`src/rtl/uc_mmio_pkg.sv`:
```
// Shared types for the uncacheable MMIO responder.
// Commands, register indices and channel FSM states.
package uc_mmio_pkg;

  typedef enum logic [1:0] {
    UC_CMD_READ   = 2'd0,
    UC_CMD_WRITE  = 2'd1,
    UC_CMD_ATOMIC = 2'd2
  } uc_cmd_e;

  localparam int unsigned TOHOST_IDX  = 0;
  localparam int unsigned CONSOLE_IDX = 1;

  typedef enum logic {
    RD_IDLE,
    RD_RESP
  } rd_state_e;

  typedef enum logic [1:0] {
    WR_IDLE,
    WR_DATA,
    WR_RESP
  } wr_state_e;

endpackage

```
`src/rtl/uc_mmio_regfile.sv`:
```
// MMIO register window: byte-enable writes, combinational read,
// tohost exit latch and console byte pulse.
module uc_mmio_regfile
  import uc_mmio_pkg::*;
#(
  parameter int unsigned NUM_REGS = 8,
  parameter int unsigned IDX_W    = $clog2(NUM_REGS)
) (
  input  logic             clk_i,
  input  logic             rstn_i,
  input  logic [IDX_W-1:0] rd_idx,
  output logic [63:0]      rd_data,
  input  logic             we,
  input  logic [IDX_W-1:0] wr_idx,
  input  logic [63:0]      wr_data,
  input  logic [7:0]       wr_be,
  output logic             test_done,
  output logic [62:0]      exit_code,
  output logic             console_valid,
  output logic [7:0]       console_byte
);

  logic [63:0] regs [NUM_REGS];
  logic [63:0] bmask;
  logic        tohost_hit;
  logic        console_hit;

  always_comb begin
    bmask = '0;
    for (int b = 0; b < 8; b++) begin
      bmask[8*b +: 8] = {8{wr_be[b]}};
    end
  end

  assign rd_data     = regs[rd_idx];
  assign tohost_hit  = we && (wr_idx == IDX_W'(TOHOST_IDX)) && wr_be[0];
  assign console_hit = we && (wr_idx == IDX_W'(CONSOLE_IDX)) && wr_be[0];

  always_ff @(posedge clk_i or negedge rstn_i) begin
    if (!rstn_i) begin
      for (int i = 0; i < NUM_REGS; i++) begin
        regs[i] <= '0;
      end
      test_done     <= 1'b0;
      exit_code     <= '0;
      console_valid <= 1'b0;
      console_byte  <= '0;
    end else begin
      if (we) begin
        regs[wr_idx] <= (regs[wr_idx] & ~bmask) | (wr_data & bmask);
      end
      if (tohost_hit && wr_data[0]) begin
        test_done <= 1'b1;
        exit_code <= wr_data[63:1];
      end
      console_valid <= console_hit;
      if (console_hit) begin
        console_byte <= wr_data[7:0];
      end
    end
  end

endmodule

```
`src/rtl/uc_mmio_responder.sv`:
```
// Far end of the dCache uncacheable read/write channels.
// Define UC_MMIO_RAND_STALL_EN to gate request/data readies with an LFSR.
module uc_mmio_responder
  import uc_mmio_pkg::*;
#(
  parameter int unsigned            ADDR_WIDTH = 40,
  parameter int unsigned            DATA_WIDTH = 64,
  parameter int unsigned            ID_WIDTH   = 4,
  parameter logic [ADDR_WIDTH-1:0]  BASE_ADDR  = 40'h00_4000_0000,
  parameter int unsigned            NUM_REGS   = 8
) (
  input  logic                    clk_i,
  input  logic                    rstn_i,
  input  logic                    rd_req_valid_i,
  output logic                    rd_req_ready_o,
  input  logic [ADDR_WIDTH-1:0]   rd_req_addr_i,
  input  logic [7:0]              rd_req_len_i,
  input  logic [2:0]              rd_req_size_i,
  input  logic [ID_WIDTH-1:0]     rd_req_id_i,
  input  logic [1:0]              rd_req_command_i,
  output logic                    rd_resp_valid_o,
  input  logic                    rd_resp_ready_i,
  output logic [DATA_WIDTH-1:0]   rd_resp_data_o,
  output logic [ID_WIDTH-1:0]     rd_resp_id_o,
  output logic                    rd_resp_error_o,
  output logic                    rd_resp_last_o,
  input  logic                    wr_req_valid_i,
  output logic                    wr_req_ready_o,
  input  logic [ADDR_WIDTH-1:0]   wr_req_addr_i,
  input  logic [7:0]              wr_req_len_i,
  input  logic [2:0]              wr_req_size_i,
  input  logic [ID_WIDTH-1:0]     wr_req_id_i,
  input  logic [1:0]              wr_req_command_i,
  input  logic                    wr_data_valid_i,
  output logic                    wr_data_ready_o,
  input  logic [DATA_WIDTH-1:0]   wr_data_i,
  input  logic [DATA_WIDTH/8-1:0] wr_be_i,
  input  logic                    wr_last_i,
  output logic                    wr_resp_valid_o,
  input  logic                    wr_resp_ready_i,
  output logic [ID_WIDTH-1:0]     wr_resp_id_o,
  output logic                    wr_resp_error_o,
  output logic                    wr_resp_is_atomic_o,
  output logic                    test_done_o,
  output logic [62:0]             exit_code_o,
  output logic                    console_valid_o,
  output logic [7:0]              console_byte_o
);

  localparam int unsigned OFF_W = $clog2(NUM_REGS * 8);
  localparam int unsigned IDX_W = OFF_W - 3;

  rd_state_e        rd_state;
  wr_state_e        wr_state;
  logic [IDX_W-1:0] wr_idx_q;
  logic             wr_err_q;
  logic [63:0]      rf_rdata;
  logic             rd_bad;
  logic             wr_bad;
  logic             wr_commit;
  logic             go;

  function automatic logic req_bad(
    input logic [ADDR_WIDTH-1:0] a,
    input logic [7:0]            len,
    input logic [2:0]            size,
    input logic [1:0]            cmd,
    input uc_cmd_e               want
  );
    logic [3:0] m;
    m = (4'd1 << size[1:0]) - 4'd1;
    return (a[ADDR_WIDTH-1:OFF_W] != BASE_ADDR[ADDR_WIDTH-1:OFF_W])
        || (len != 8'd0)
        || size[2]
        || (|(a[2:0] & m[2:0]))
        || (cmd != 2'(want));
  endfunction

`ifdef UC_MMIO_RAND_STALL_EN
  logic [15:0] lfsr;
  // Fibonacci taps 16,14,13,11 in right-shift form
  always_ff @(posedge clk_i or negedge rstn_i) begin
    if (!rstn_i) lfsr <= 16'hACE1;
    else lfsr <= {lfsr[0] ^ lfsr[2] ^ lfsr[3] ^ lfsr[5], lfsr[15:1]};
  end
  assign go = lfsr[0];
`else
  assign go = 1'b1;
`endif

  assign rd_bad = req_bad(rd_req_addr_i, rd_req_len_i, rd_req_size_i,
                          rd_req_command_i, UC_CMD_READ);
  assign wr_bad = req_bad(wr_req_addr_i, wr_req_len_i, wr_req_size_i,
                          wr_req_command_i, UC_CMD_WRITE);

  assign rd_req_ready_o  = (rd_state == RD_IDLE) && go;
  assign wr_req_ready_o  = (wr_state == WR_IDLE) && go;
  assign wr_data_ready_o = (wr_state == WR_DATA) && go;
  assign rd_resp_last_o  = rd_resp_valid_o;

  assign wr_commit = (wr_state == WR_DATA) && wr_data_valid_i
                  && wr_data_ready_o && wr_last_i && !wr_err_q;

  uc_mmio_regfile #(
    .NUM_REGS (NUM_REGS),
    .IDX_W    (IDX_W)
  ) u_regfile (
    .clk_i         (clk_i),
    .rstn_i        (rstn_i),
    .rd_idx        (rd_req_addr_i[OFF_W-1:3]),
    .rd_data       (rf_rdata),
    .we            (wr_commit),
    .wr_idx        (wr_idx_q),
    .wr_data       (wr_data_i),
    .wr_be         (wr_be_i),
    .test_done     (test_done_o),
    .exit_code     (exit_code_o),
    .console_valid (console_valid_o),
    .console_byte  (console_byte_o)
  );

  always_ff @(posedge clk_i or negedge rstn_i) begin
    if (!rstn_i) begin
      rd_state        <= RD_IDLE;
      rd_resp_valid_o <= 1'b0;
      rd_resp_data_o  <= '0;
      rd_resp_id_o    <= '0;
      rd_resp_error_o <= 1'b0;
    end else begin
      unique case (rd_state)
        RD_IDLE: begin
          if (rd_req_valid_i && rd_req_ready_o) begin
            rd_state        <= RD_RESP;
            rd_resp_valid_o <= 1'b1;
            rd_resp_id_o    <= rd_req_id_i;
            rd_resp_error_o <= rd_bad;
            rd_resp_data_o  <= rd_bad ? '0 : rf_rdata;
          end
        end
        RD_RESP: begin
          if (rd_resp_ready_i) begin
            rd_state        <= RD_IDLE;
            rd_resp_valid_o <= 1'b0;
          end
        end
        default: rd_state <= RD_IDLE;
      endcase
    end
  end

  always_ff @(posedge clk_i or negedge rstn_i) begin
    if (!rstn_i) begin
      wr_state            <= WR_IDLE;
      wr_idx_q            <= '0;
      wr_err_q            <= 1'b0;
      wr_resp_valid_o     <= 1'b0;
      wr_resp_id_o        <= '0;
      wr_resp_error_o     <= 1'b0;
      wr_resp_is_atomic_o <= 1'b0;
    end else begin
      unique case (wr_state)
        WR_IDLE: begin
          if (wr_req_valid_i && wr_req_ready_o) begin
            wr_state            <= WR_DATA;
            wr_idx_q            <= wr_req_addr_i[OFF_W-1:3];
            wr_err_q            <= wr_bad;
            wr_resp_id_o        <= wr_req_id_i;
            wr_resp_is_atomic_o <= (wr_req_command_i == UC_CMD_ATOMIC);
          end
        end
        WR_DATA: begin
          if (wr_data_valid_i && wr_data_ready_o) begin
            if (wr_last_i) begin
              wr_state        <= WR_RESP;
              wr_resp_valid_o <= 1'b1;
              wr_resp_error_o <= wr_err_q;
            end else begin
              // extra beats are drained and poison the response
              wr_err_q <= 1'b1;
            end
          end
        end
        WR_RESP: begin
          if (wr_resp_ready_i) begin
            wr_state        <= WR_IDLE;
            wr_resp_valid_o <= 1'b0;
          end
        end
        default: wr_state <= WR_IDLE;
      endcase
    end
  end

endmodule

```
`config.mk`:
```
export PLATFORM = sky130hd
export DESIGN_NAME = uc_mmio_responder
export DESIGN_NICKNAME = d
export VERILOG_FILES = /design/src/rtl/uc_mmio_pkg.sv /design/src/rtl/uc_mmio_regfile.sv /design/src/rtl/uc_mmio_responder.sv
export SDC_FILE = /design/constraint.sdc
export NUM_CORES = 1
export LEC_CHECK = 0
export BUFFER_PORTS_ARGS = -buffer_cell sky130_fd_sc_hd__buf_2
export CAP_MARGIN = 20
export CORE_ASPECT_RATIO = 0.7
export CORE_MARGIN = 2
export CORE_UTILIZATION = 65
export CTS_BUF_LIST = sky130_fd_sc_hd__clkbuf_4 sky130_fd_sc_hd__clkbuf_8
export DETAILED_ROUTE_END_ITERATION = 10
export PLACE_DENSITY_LB_ADDON = 0.2
export SYNTH_ARGS = -nofsm -noshare
export SYNTH_HDL_FRONTEND = slang
export SYNTH_SLANG_ARGS = --single-unit
```
`constraint.sdc`:
```
create_clock -name clk_i -period 4.2 [get_ports clk_i]
set_clock_uncertainty 0.05 [all_clocks]
set_input_delay 0 -clock clk_i [delete_from_list [all_inputs] [get_ports clk_i]]
set_output_delay 0 -clock clk_i [all_outputs]
set_load 0.1 [all_outputs]
```
==> impl_metrics.prom <==
# TYPE chip_impl_metric gauge
chip_impl_info{name="run_status",value="completed"} 1
chip_impl_metric{name="drive_gt1_frac",unit=""} 0.270
chip_impl_metric{name="design_area",unit="um^2"} 38600
chip_impl_metric{name="multi_input_comb_area",unit="um^2"} 15000
chip_impl_metric{name="placement.io_buffers",unit=""} 347
chip_impl_metric{name="yosys_register_bits",unit=""} 669
chip_impl_metric{name="tritoncts_sinks",unit=""} 669
chip_impl_metric{name="simple_gate_share_of_the_synthesized_area",unit=""} 0.0914
chip_impl_metric{name="final_max_slew_viol_count",unit=""} 0
chip_impl_info{name="cp-end-kind",value="flop"} 1
chip_impl_metric{name="dp.final_hpwl",unit="mm"} 53.3
chip_impl_info{name="synth_top_cells_by_area",value="dfrtp_1 (51%), mux2i_1 (9.7%), mux4_2 (8.7%)"} 1
chip_impl_metric{name="tot_pwr",unit="mW"} 16.3
chip_impl_metric{name="detailed_router_iteration_count_before_antenna_repair",unit=""} 6
chip_impl_metric{name="final.fill_count",unit=""} 3191
chip_impl_metric{name="synth_nets",unit=""} 3137
chip_impl_metric{name="synth_warn",unit=""} 0
chip_impl_metric{name="postPlaceCellArea",unit="um^2"} 35000
chip_impl_metric{name="post_synth_instance_area",unit="um^2"} 33000
chip_impl_metric{name="count_of_final_hold_check_violations",unit=""} 0
chip_impl_metric{name="final_net_count",unit=""} 3531
chip_impl_metric{name="gp_congestion",unit=""} 0.822
chip_impl_metric{name="synth_enable_flop_cells",unit=""} 0
chip_impl_metric{name="grt_pass1_wl",unit="mm"} 142
chip_impl_metric{name="starting_density_of_the_core",unit=""} 0.654
chip_impl_metric{name="num_antenna_cells",unit=""} 0
chip_impl_info{name="worst_hold_path_type",value="primary input to flop"} 1
chip_impl_info{name="worstPathCellList",value="buf_4 > mux2i_1 > o22ai_1 > o31ai_2 > o21ai_0"} 1
chip_impl_metric{name="p_leak",unit="nW"} 17.6
chip_impl_metric{name="pre_cts_ws",unit="ns"} 1.15
chip_impl_info{name="netlist.top_cell.by_area",value="dfrtp_1"} 1
chip_impl_metric{name="post_drt_wl_per_cell",unit="um"} 22.2
chip_impl_metric{name="top_level_ports",unit=""} 348
chip_impl_metric{name="num_vias",unit=""} 26047
chip_impl_info{name="critical_path_source_type",value="flop"} 1
chip_impl_metric{name="post_synth_xor_area_fraction",unit=""} 0
chip_impl_info{name="synth.cells.most_frequent",value="dfrtp_1 (669), nand2_1 (592), o21ai_0 (520)"} 1
chip_impl_metric{name="synthesis.instances",unit=""} 2943
chip_impl_metric{name="required_time_at_the_endpoint_of_the_critical_path",unit="ns"} 4.66
chip_impl_metric{name="maxCapViolations",unit=""} 0
chip_impl_metric{name="htreeDepth",unit=""} 3
chip_impl_metric{name="netlist-cell-type-count",unit=""} 42
chip_impl_metric{name="timing.final.crit_share",unit=""} 0.757
chip_impl_info{name="most_numerous_cell_in_the_yosys_netlist",value="dfrtp_1"} 1
chip_impl_info{name="rsz0062_at_grt",value="false"} 1
chip_impl_metric{name="die_area",unit="um^2"} 52600
chip_impl_info{name="synthFlopType",value="dfrtp_1"} 1
chip_impl_metric{name="floorplan.core_area",unit="um^2"} 50400
chip_impl_metric{name="adder_cell_area_share_of_the_yosys_netlist",unit=""} 0
chip_impl_metric{name="hold_slack",unit="ns"} 0.0355
chip_impl_metric{name="grt_pass1_vias",unit=""} 26256
chip_impl_metric{name="crit_arrival",unit="ns"} 3.64
chip_impl_metric{name="setup_violations_final",unit=""} 0
chip_impl_metric{name="numCtsBuffers",unit=""} 101
chip_impl_metric{name="rows",unit=""} 69
chip_impl_metric{name="timing.final.ws_setup",unit="ns"} 1.02
chip_impl_metric{name="seq_area_frac_synth",unit=""} 0.507
chip_impl_metric{name="area.growth.synth_to_final",unit="%"} 17.2
chip_impl_metric{name="post_layout_nonfiller_instances",unit=""} 4093
chip_impl_metric{name="share_of_flip_flops_with_an_asynchronous_set_or_reset_after_synthesis",unit=""} 1.00
chip_impl_info{name="tritoncts_clock_tree",value="built"} 1
chip_impl_metric{name="utilization_after_layout",unit=""} 0.767
chip_impl_metric{name="grt_max_degree",unit=""} 129
chip_impl_info{name="critPathSlowestCell",value="dfrtp_4"} 1
chip_impl_metric{name="power_density",unit="nW/um^2"} 421
chip_impl_metric{name="die_h",unit="um"} 192
chip_impl_metric{name="syn_area_per_cell",unit="um^2"} 11.2
chip_impl_metric{name="post-route-drc-count",unit=""} 0
chip_impl_metric{name="post_synth_mux_area_share",unit=""} 0.218
chip_impl_metric{name="final_antenna_net_count",unit=""} 0
chip_impl_metric{name="grt_overflow_total",unit=""} 0
chip_impl_metric{name="synth_compound_area_frac",unit=""} 0.146
chip_impl_metric{name="fin_tns_setup",unit="ns"} 0
chip_impl_metric{name="regArea",unit="um^2"} 16700
chip_impl_info{name="cts_root_buffer",value="clkbuf_8"} 1
chip_impl_metric{name="max_stage_delay",unit="ns"} 0.84
chip_impl_metric{name="placedCellCount",unit=""} 3777
chip_impl_metric{name="drt_iter0_drc",unit=""} 2841
chip_impl_metric{name="routed_via_density",unit=""} 6.36
chip_impl_metric{name="clkLatencyLatePin",unit="ns"} 0.71
chip_impl_metric{name="timing.max_slew.rel_slack",unit=""} 0.266
chip_impl_metric{name="clock_path_buffers",unit=""} 3
chip_impl_metric{name="number_of_antenna_violations_at_the_first_check_in_global_routing",unit=""} 0
chip_impl_metric{name="path_max_fanout",unit=""} 50
chip_impl_metric{name="clkSlewWorstSetupHoldPaths",unit="ns"} 0.07
chip_impl_info{name="synth_top_family_by_area",value="multiplexers"} 1
chip_impl_metric{name="worst_slew_pin_slew",unit="ns"} 1.10
chip_impl_metric{name="post_cts_setup_buffer_count",unit=""} 0
chip_impl_metric{name="synth.top_cell.area_share",unit=""} 0.507
chip_impl_metric{name="clock.fmax",unit="GHz"} 0.315
chip_impl_metric{name="vdd_drop_max",unit="mV"} 0.423
chip_impl_metric{name="grtUsageTotal",unit=""} 0.349
chip_impl_metric{name="floorplan.die.width",unit="um"} 273
chip_impl_metric{name="finalWorstPathRequiredPeriod",unit="ns"} 3.18
chip_impl_metric{name="wirelength",unit="mm"} 90.9
chip_impl_info{name="critical_path_class",value="flop to flop"} 1
## what timing repair did
item	4_1_cts	5_1_grt
hold buffers	130	0
gates resized for setup	0	0
endpoints found under the hold margin	1237	0
## placed cells by master (no fill, tap or decap), types with 17 or more instances in the layout
cell,netlist,final
o22ai_1,129,129
dlygate4sd3_1,0,129
buf_4,8,37
mux2i_1,320,320
nand2_1,592,590
dfrtp_1,669,668
mux2_2,19,19
clkbuf_4,0,27
nor4_1,17,17
o31ai_2,63,63
o21ai_2,60,60
mux2_4,59,59
buf_2,62,343
o21ai_0,520,520
clkbuf_8,0,134
nand2b_1,67,65
mux4_2,128,128
## report_power, final
part / total (mW) / internal (mW) / switching [mW]
combinational: 3.43 / 1.16 / 2.27
sequential: 6.80 / 6.59 / 0.210
clock: 6.03 / 3.44 / 2.59
## worst paths after layout
path | startpoint | to | slack, ns | depth (start not counted)
max | wr_idx_q[0]$_DFFE_PN0P_ | u_regfile.regs[141]$_DFFE_PN0P_ | 1.02 | 5
min | wr_data_i[21] | u_regfile.exit_code[20]$_DFFE_PN0P_ | 0.04 | 3
max reg2reg | wr_idx_q[0]$_DFFE_PN0P_ | u_regfile.regs[141]$_DFFE_PN0P_ | 1.02 | 5
min reg2reg | rd_resp_data_o[16]$_DFFE_PN0P_ | rd_resp_data_o[16]$_DFFE_PN0P_ | 0.43 | 2
max in group asynchronous | rstn_i | u_regfile.exit_code[34]$_DFFE_PN0P_ | 2.84 | 5
min in group asynchronous | rstn_i | wr_resp_id_o[3]$_DFFE_PN0P_ | 0.52 | 4
## metal layers
layer / up-vias / track usage / part of all wire / routed length, um
met1: 13143 / 0.473 / 0.41 / 37300
met4: 0 / 0.123 / 0.028 / 2560
met5: - / 0 / 0 / 0
met2: 1272 / 0.554 / 0.47 / 42600
met3: 206 / 0.0868 / 0.093 / 8490
li1: 11426 / - / - / -
## registers in the layout (all words and copies together), names as in the netlist, 2 cells and up
signal                  flops
u_regfile.regs            512
rd_resp_data_o             64
u_regfile.exit_code        63
u_regfile.console_byte      8
rd_resp_id_o                4
wr_resp_id_o                4
wr_idx_q                    3
wr_state                    2
## cell type report
cell class | instances | area share
inverters | 7 | 0.000680
repair buffers | 528 | 0.0950
clock buffers | 160 | 0.0526
multi-input cells | 2030 | 0.389
well taps | 674 | 0.0218
flip-flops and latches | 669 | 0.433
clock inverters | 25 | 0.00748
## cells by family after synthesis
logic type,Yosys count
mux,526
compound gates,786
flops,669
simple gates,718
buf+inv,244
## worst max-delay path: cells and delay by family, from the launching register on
kind | cells | cell delay [ns]
flops | 1 | 0.84
buf+inv | 1 | 0.82
mux | 1 | 0.30
compound gates | 3 | 0.96
Power figures use the tool's default switching activity.
